## config.mk

```make
export PLATFORM = sky130hd
export DESIGN_NAME = uart_tx_engine
export DESIGN_NICKNAME = d
export VERILOG_FILES = /design/src/rtl/uart_pkg.sv /design/src/rtl/uart_bit_timer.sv /design/src/rtl/uart_tx_engine.sv
export SDC_FILE = /design/constraint.sdc
export NUM_CORES = 1
export LEC_CHECK = 0
export CAP_MARGIN = 25
export CORE_MARGIN = 5
export CORE_UTILIZATION = 35
export DETAILED_ROUTE_END_ITERATION = 6
export GPL_ROUTABILITY_DRIVEN = 0
export PLACE_DENSITY = 0.59
export SETUP_SLACK_MARGIN = 0.15
export SYNTH_ARGS = -nofsm -noshare
export SYNTH_HDL_FRONTEND = slang
export SYNTH_SLANG_ARGS = --single-unit
```

## constraint.sdc

```tcl
create_clock -name i_clk -period 2.2 [get_ports i_clk]
set_input_delay 0.33 -clock i_clk [delete_from_list [all_inputs] [get_ports i_clk]]
set_output_delay 0.33 -clock i_clk [all_outputs]
set_load 0.02 [all_outputs]
```

## src/rtl/uart_pkg.sv

```systemverilog
// Shared UART types: transmit FSM states, per-frame configuration, line levels.
package uart_pkg;

    // Widest supported bit-period divisor; the frame config stores the divisor at this width.
    localparam int unsigned UART_DIV_W = 16;

    // Level driven on the serial line whenever no frame is in flight.
    localparam logic UART_IDLE_LEVEL = 1'b1;

    typedef enum logic [2:0] {
        ST_IDLE,
        ST_REQ,
        ST_WAIT,
        ST_START,
        ST_DATA,
        ST_PARITY,
        ST_STOP
    } uart_tx_state_t;

    typedef struct packed {
        logic [UART_DIV_W-1:0] div;
        logic                  parity_en;
        logic                  parity_odd;
        logic                  stop2;
    } uart_frame_cfg_t;

endpackage

```

## src/rtl/uart_bit_timer.sv

```systemverilog
// Loadable down-counter marking the last clock of a bit period.
module uart_bit_timer #(
    parameter int unsigned W = 16
) (
    input  logic         clk,
    input  logic         rst,
    input  logic         load,
    input  logic [W-1:0] load_val,
    output logic         bit_end
);

    logic [W-1:0] count;

    // Reload at each bit start, otherwise count down and rest at zero.
    always_ff @(posedge clk) begin
        if (rst) begin
            count <= '0;
        end else if (load) begin
            count <= load_val;
        end else if (count != '0) begin
            count <= count - W'(1);
        end
    end

    assign bit_end = (count == '0);

endmodule

```

## src/rtl/uart_tx_engine.sv

```systemverilog
// UART transmit serializer: fetches one FIFO word per frame and shifts it out
// as start, data (LSB first), optional parity and one or two stop bits.
module uart_tx_engine
    import uart_pkg::*;
#(
    parameter int unsigned DW    = 8,
    parameter int unsigned DIV_W = 16
) (
    input  logic             i_clk,
    input  logic             i_rst,
    input  logic             i_enable,
    input  logic [DIV_W-1:0] i_baud_div,
    input  logic             i_parity_en,
    input  logic             i_parity_odd,
    input  logic             i_stop2,
    input  logic             i_fifo_empty,
    input  logic             i_fifo_valid,
    input  logic [DW-1:0]    i_fifo_data,
    input  logic             i_fifo_parity_error,
    output logic             o_fifo_rd_req,
    output logic             o_tx,
    output logic             o_busy,
    output logic             o_frame_done,
    output logic             o_drop
);

    localparam int unsigned CNT_W = (DW > 1) ? $clog2(DW) : 1;

    uart_tx_state_t  state, state_next;
    uart_frame_cfg_t cfg;
    logic [DW-1:0]    shreg;
    logic [CNT_W-1:0] bit_cnt;
    logic             stop_cnt;
    logic             parity_bit;

    logic             tx_next, done_next, drop_next;
    logic             latch, load, shift, cnt_inc, stop_inc;
    logic             bit_end;
    logic [DIV_W-1:0] load_val;

    // The first bit period is loaded straight from the input, in the same cycle the config is latched.
    assign load_val = (state == ST_WAIT) ? i_baud_div : DIV_W'(cfg.div);

    uart_bit_timer #(.W(DIV_W)) u_bit_timer (
        .clk      (i_clk),
        .rst      (i_rst),
        .load     (load),
        .load_val (load_val),
        .bit_end  (bit_end)
    );

    assign o_busy        = (state != ST_IDLE);
    assign o_fifo_rd_req = (state == ST_REQ);

    // State register.
    always_ff @(posedge i_clk) begin
        if (i_rst) begin
            state <= ST_IDLE;
        end else begin
            state <= state_next;
        end
    end

    // Next state, next line level and datapath controls.
    always_comb begin
        state_next = state;
        tx_next    = o_tx;
        done_next  = 1'b0;
        drop_next  = 1'b0;
        latch      = 1'b0;
        load       = 1'b0;
        shift      = 1'b0;
        cnt_inc    = 1'b0;
        stop_inc   = 1'b0;
        case (state)
            ST_IDLE: begin
                if (i_enable && !i_fifo_empty) begin
                    state_next = ST_REQ;
                end
            end
            ST_REQ: begin
                state_next = ST_WAIT;
            end
            ST_WAIT: begin
                if (i_fifo_valid) begin
                    if (i_fifo_parity_error) begin
                        drop_next  = 1'b1;
                        state_next = ST_IDLE;
                    end else begin
                        latch      = 1'b1;
                        load       = 1'b1;
                        tx_next    = 1'b0;
                        state_next = ST_START;
                    end
                end
            end
            ST_START: begin
                if (bit_end) begin
                    load       = 1'b1;
                    shift      = 1'b1;
                    tx_next    = shreg[0];
                    state_next = ST_DATA;
                end
            end
            ST_DATA: begin
                if (bit_end) begin
                    load = 1'b1;
                    if (bit_cnt == CNT_W'(DW - 1)) begin
                        if (cfg.parity_en) begin
                            tx_next    = parity_bit;
                            state_next = ST_PARITY;
                        end else begin
                            tx_next    = UART_IDLE_LEVEL;
                            state_next = ST_STOP;
                        end
                    end else begin
                        tx_next = shreg[0];
                        shift   = 1'b1;
                        cnt_inc = 1'b1;
                    end
                end
            end
            ST_PARITY: begin
                if (bit_end) begin
                    load       = 1'b1;
                    tx_next    = UART_IDLE_LEVEL;
                    state_next = ST_STOP;
                end
            end
            ST_STOP: begin
                if (bit_end) begin
                    if (cfg.stop2 && !stop_cnt) begin
                        load     = 1'b1;
                        stop_inc = 1'b1;
                    end else begin
                        done_next  = 1'b1;
                        state_next = (i_enable && !i_fifo_empty) ? ST_REQ : ST_IDLE;
                    end
                end
            end
            default: begin
                state_next = ST_IDLE;
            end
        endcase
    end

    // Registered outputs, frame config, shift register and bit/stop counters.
    always_ff @(posedge i_clk) begin
        if (i_rst) begin
            o_tx         <= UART_IDLE_LEVEL;
            o_frame_done <= 1'b0;
            o_drop       <= 1'b0;
            cfg          <= '0;
            shreg        <= '0;
            bit_cnt      <= '0;
            stop_cnt     <= 1'b0;
            parity_bit   <= 1'b0;
        end else begin
            o_tx         <= tx_next;
            o_frame_done <= done_next;
            o_drop       <= drop_next;
            if (latch) begin
                cfg        <= '{div:        UART_DIV_W'(i_baud_div),
                                parity_en:  i_parity_en,
                                parity_odd: i_parity_odd,
                                stop2:      i_stop2};
                shreg      <= i_fifo_data;
                bit_cnt    <= '0;
                stop_cnt   <= 1'b0;
                parity_bit <= (^i_fifo_data) ^ i_parity_odd;
            end
            if (shift) begin
                shreg <= shreg >> 1;
            end
            if (cnt_inc) begin
                bit_cnt <= bit_cnt + CNT_W'(1);
            end
            if (stop_inc) begin
                stop_cnt <= 1'b1;
            end
        end
    end

endmodule

```

Word level (Yosys, flattened, before mapping)
Cells that the tools add are included.

cells by class
  bitwise operators = 5
  add/subtract/negate cells = 2
  muxes and demuxes = 43
  equal/unequal tests = 16
  reduce and logical (&&, ||, !) cells = 20

operators by type and width
  operator                                                                number
  16-bit two-way mux                                                      3
  3-bit two-way mux                                                       10
  1-bit two-way mux                                                       22
  3-bit one-hot mux with 7 select lines                                   1
  2-bit != test (second input constant)                                   9
  16-bit logical NOT                                                      1
  16-bit nonzero test                                                     1
  16-bit by 1-bit subtractor with 16-bit output (second input constant)   1
  7-bit two-way mux                                                       2
  3-bit equality test (second input constant)                             4
  3-bit OR reduction                                                      3
  8-bit AND reduction                                                     1
  2-bit nonzero test                                                      4
  8-bit XOR reduction                                                     1
  3-bit by 2-bit equality test with 1-bit output (second input constant)  2
  6-bit AND reduction                                                     1
  2-bit two-way mux                                                       2
  1-bit inverter                                                          4
  1-bit one-hot mux with 4 select lines                                   1
  4-bit nonzero test                                                      1
  3-bit by 1-bit adder with 3-bit output (second input constant)          1
  3-bit by 1-bit equality test with 1-bit output (second input constant)  1
  3-bit logical NOT                                                       1
  1-bit one-hot mux with 3 select lines                                   1
  6 further kinds                                                         8

word-level totals
  flip-flop bits (word level) = 53
  word-level logic and storage cells = 99

Depth between registers and ports, before layout
  depth in word-level cells = 6
  gate-level depth with buffers = 8
  depth with buffers taken out = 7

Hierarchy
From an unflattened synthesis, not the netlist that was laid out.

second synthesis, totals
  cells, all modules = 392
  area total of the unflattened synthesis = 2992.9 um^2

by module, submodules not included
  module          times used  cells each  area each (um^2)
  uart_tx_engine  1           276         2028.2
  uart_bit_timer  1           116         964.7

Worst setup path before layout
Ideal clock, no wire load.

  path type = register -> register
  start point = reg u_bit_timer.count[0]
  end point = reg u_bit_timer.count[10]
  path slack = 0.305 ns
  path buffers = 0
  cell stages (with the launch flop) = 8
  arrival time = 1.800 ns
  setup time = 0.095 ns
  clock period less this slack = 1.895 ns
  cell sequence = dfxtp_1 inv_1 ha_1 nor4b_2 and4_4 or4_4 or3_1 o311ai_1

on the way
  longest elaborated chain between the ends = 4
  elaborated cells on any way between the ends = 9

RTL lines
  what                                                                                                   line                  text
  from (decl)                                                                                            uart_bit_timer.sv:12  logic [W-1:0] count;
  from (signal assigned)                                                                                 uart_bit_timer.sv:19  count <= load_val;
  from (signal assigned)                                                                                 uart_bit_timer.sv:21  count <= count - W'(1);
  parallel branches: the longest is 4 deep, another holds 16-bit by 1-bit subtractor with 16-bit output  -

Several ways; the timed one is not identified. The select of a mux whose other input is x is not followed.
A chain may end at the register's enable or synchronous reset.

Worst setup path in the final report
  start point = reg bit_cnt[0]
  end point = reg shreg[2]

on the way
  longest elaborated chain between the ends = 5
  elaborated cells on any way between the ends = 6

RTL lines
  what                                                     line                   text
  from (decl)                                              uart_tx_engine.sv:32   logic [CNT_W-1:0] bit_cnt;
  from (signal assigned)                                   uart_tx_engine.sv:176  bit_cnt <= bit_cnt + CNT_W'(1);
  3-bit equality test *                                    uart_tx_engine.sv:108  if (bit_cnt == CNT_W'(DW - 1)) begin
  1-bit two-way mux *                                      uart_tx_engine.sv:108
  1-bit two-way mux *                                      uart_tx_engine.sv:106  if (bit_end) begin
  1-bit one-hot mux with 2 select lines *                  uart_tx_engine.sv:75   case (state)
  7-bit two-way mux or 2-bit nonzero test (tied branches)  -
  to (signal assigned)                                     uart_tx_engine.sv:167  shreg <= i_fifo_data;
  to (signal assigned)                                     uart_tx_engine.sv:173  shreg <= shreg >> 1;
  to (decl)                                                uart_tx_engine.sv:31   logic [DW-1:0] shreg;

Mark *: on every way between the ends. The rest lies on a longest branch, timed or not.

==> results.sh <==
export IMPL_grt_ovfl_total=0
export IMPL_power_switching_w=0.00135
export IMPL_synth_nets=363
export IMPL_setup_violations=0
export IMPL_yosysTopAreaCellShare_pct=37.8
export IMPL_max_freq_ghz=0.502
export IMPL_num_rows=32
export IMPL_synth_largest_area_cell="dfxtp_1"
export IMPL_required_ps=2420
export IMPL_drive_above_1_share_pct=13.2
export IMPL_grt_pass1_vias=2312
export IMPL_p_total_w=0.00366
export IMPL_core_area_mm2=0.00777
export IMPL_ir_drop_uv=419
export IMPL_setup_tns_ps=0
export IMPL_rrSetupSlack_ps=210
export IMPL_syn2layout_area_growth_pct=24.3
export IMPL_drtIter0Drc=172
export IMPL_antenna_found_initial=0
export IMPL_seq_area_frac_synth_pct=37.8
export IMPL_cp_startpoint="bit_cnt[0]"
export IMPL_final_nets=402
export IMPL_criticalPathCategory="flip-flop to flip-flop"
export IMPL_cts_max_level=2
export IMPL_hold_viol_final=0
export IMPL_drv_cap=0
export IMPL_tritoncts="yes"
export IMPL_async_flop_share_pct=0
export IMPL_wl_um=6640
export IMPL_hp_class="flip-flop to flip-flop"
export IMPL_r2r_start="bit_cnt[0]"
export IMPL_relSlewSlack_pct=60.6
export IMPL_clock_sinks=53
export IMPL_syn_inst=326
export IMPL_die_h_um=99.6
export IMPL_syn_cell_area_mm2=0.00281
export IMPL_r2r_cells=6
export IMPL_die_w_um=99.6
export IMPL_worst_setup_path_end_kind="flip-flop"
export IMPL_r2r_end="shreg[2]"
export IMPL_power_share_sequential_pct=35.9
export IMPL_antenna_cells=0
export IMPL_numCtsBuffers=5
export IMPL_crit_path_start_kind="flip-flop"
export IMPL_initial_core_util_pct=36.2
export IMPL_tightest_slew_ps=586
export IMPL_drc=0
export IMPL_wl_per_cell_um=14.2
export IMPL_intPower_w=0.00231
export IMPL_grt_pass1_wl_um=11100
export IMPL_cp_arrival_ps=2210
export IMPL_grt_max_degree=33
export IMPL_root_buffer="clkbuf_8"
export IMPL_port_buffers=37
export IMPL_netlist_top_cells_area="dfxtp_1 (38%), nand2_1 (7.5%), a21oi_1 (5.9%), mux2i_1 (5.7%), xnor2_1 (4.4%)"
export IMPL_p_per_area_mw_per_mm2=1050
export IMPL_pwr_share_comb_pct=46.5
export IMPL_fin_crit_sh_pct=90.6
export IMPL_syn_area_per_cell_um2=8.62
export IMPL_grt_usage_pct=13.6
export IMPL_slew_violations=0
export IMPL_power_frac_clock_pct=17.6
export IMPL_fillers=762
export IMPL_yosys_warnings=0
export IMPL_synth_flop_cell="dfxtp_1"
export IMPL_cp_max_fo=9
export IMPL_endpoint="shreg[2]"
export IMPL_synth_edf_count=0
export IMPL_drt_pass1_iterations=4
export IMPL_rsz0062_at_grt="yes"
export IMPL_vias=2425
export IMPL_io_pins=38
export IMPL_synth_distinct_cells=62
export IMPL_finClkSkew_ps=12.8
export IMPL_switching_share_pct=36.9
export IMPL_ant_nets=0
export IMPL_outcome="completed"
export IMPL_dieArea_mm2=0.00992
export IMPL_clk_path_buf_depth=2
export IMPL_via_per_inst=5.19
export IMPL_period_needed_ps=1990
export IMPL_power_leakage_nw=1.18
export IMPL_path_clk_slew_ps=100
export IMPL_yosys_register_bits=53
export IMPL_detailed_place_hpwl_um=4640
export IMPL_clock_latency_ps=310
-- kinds of logic after synthesis --
kind of cell | count (synthesis) | synth area share (%)
buf+inv | 24 | 4.54
compound gates | 75 | 18.2
xor+xnor | 19 | 6.41
fa+ha+maj | 4 | 1.78
flops | 53 | 37.8
simple gates | 135 | 25.6
mux | 16 | 5.70
-- layer usage --
layer / track usage (%) / up-vias / routed length [µm]
met4: 3.15 / 0 / 40
met1: 18.4 / 1146 / 3240
met3: 2.73 / 5 / 212
met2: 22.2 / 28 / 3140
li1: - / 1246 / -
met5: 0 / - / 0
-- Yosys cell counts (all sizes together) (2+ instances only) --
cell type and n:
o22a 5, o32ai 3, nor2b 5, or3 5, nor4 5, o21ai 2, or4 2, buf 11
dfxtp 53, o311ai 2, a211oi 8, nand3b 3, nor3b 3, nor2 18, nand4 2, o31a 2
xnor2 14, xor2 4, or2 3, nand2b 3, clkbuf 10, o21a 2, nand3 14, nand2 56
mux2i 16, inv 3, o211ai 2, a22oi 5, a21oi 35, nor4b 2, or3b 2, ha 4
nor3 8, a311oi 2
-- through the flow --
step / cells / hold slack [ps] / setup slack [ps] / utilization, % / area (µm²)
final: 467 / 456 / 208 / 45.0 / 3490
after global routing: 467 / 474 / 108 / 45.0 / 3490
after CTS: 467 / 455 / 160 / 44.3 / 3440
after detailed placement: 460 / 443 / 160 / 43.0 / 3340
after global placement: 460 / 438 / 152 / 43.0 / 3340
after floorplan: 326 / 427 / 305 / - / 2810
-- power by group through the flow --
stage | Sequential [W] | Clock (W) | Combinational [W]
after CTS | 0.00129 | 0.000668 | 0.00164
after detailed placement | 0.00132 | 0 | 0.00164
after global routing | 0.00134 | 0.000704 | 0.00189
final | 0.00132 | 0.000645 | 0.00170
after global placement | 0.00131 | 0 | 0.00162
after floorplan | 0.00128 | 0 | 0.00122
-- layout by cell type (no fill, tap or decap), drive strengths merged, types with 5 or more instances in the layout --
cell,Yosys,layout
a211oi,8,8
clkdlybuf4s50,0,34
nor2,18,18
nand3,14,14
xnor2,14,14
or3,5,5
nor2b,5,5
a21oi,35,35
nor3,8,8
clkbuf,10,5
a22oi,5,5
nor4,5,5
mux2i,16,16
dfxtp,53,53
buf,11,17
o22a,5,5
nand2,56,56
-- worst max-delay path, cell delays in order (launching register included) --
cell and delay (ps):
dfxtp_1 330, ha_1 190, ha_1 190, or3b_1 380, or2_4 270, a21o_2 300, a311oi_1 230
-- final cells by class --
class	count	area (µm²)	share of cell area, %
Multi-Input combinational cell	249	1680	48.0
Clock buffer	5	68.8	1.97
Timing Repair Buffer	53	508	14.5
Tap cell	102	128	3.65
Inverter	3	11.3	0.322
Clock inverter	2	35.0	1.00
Sequential cell	53	1070	30.5
-- flip-flops by register name, indices dropped and copies added (netlist names) --
register and flops:
o_drop 1, o_tx 1, o_frame_done 1, state 3, bit_cnt 3, cfg 18, stop_cnt 1, u_bit_timer.count 16
shreg 8, parity_bit 1
-- how the worst min path moves through the flow --
| stage | start | endpoint | slack, ps | cells past startpoint |
|---|---|---|---|---|
| 6_report | cfg[16] | cfg[16] | 460 | 2 |
| 5_1_grt | cfg[7] | cfg[7] | 470 | 2 |
| 4_1_cts | cfg[16] | cfg[16] | 460 | 2 |
| 3_5_place_dp | cfg[16] | cfg[16] | 440 | 2 |
| 3_3_place_gp | cfg[6] | cfg[6] | 440 | 2 |
| 2_1_floorplan | parity_bit | parity_bit | 430 | 2 |
-- repair_timing --
| item | CTS | global route |
|---|---|---|
| buffers inserted | 0 | 0 |
| cloned | 0 | 0 |
| gates resized for setup | 2 | 11 |
| hold buffers | 0 | 0 |
| endpoints found under the setup margin | 2 | 18 |
| pin swaps | 0 | 2 |
(Power assumes the default switching activity.)
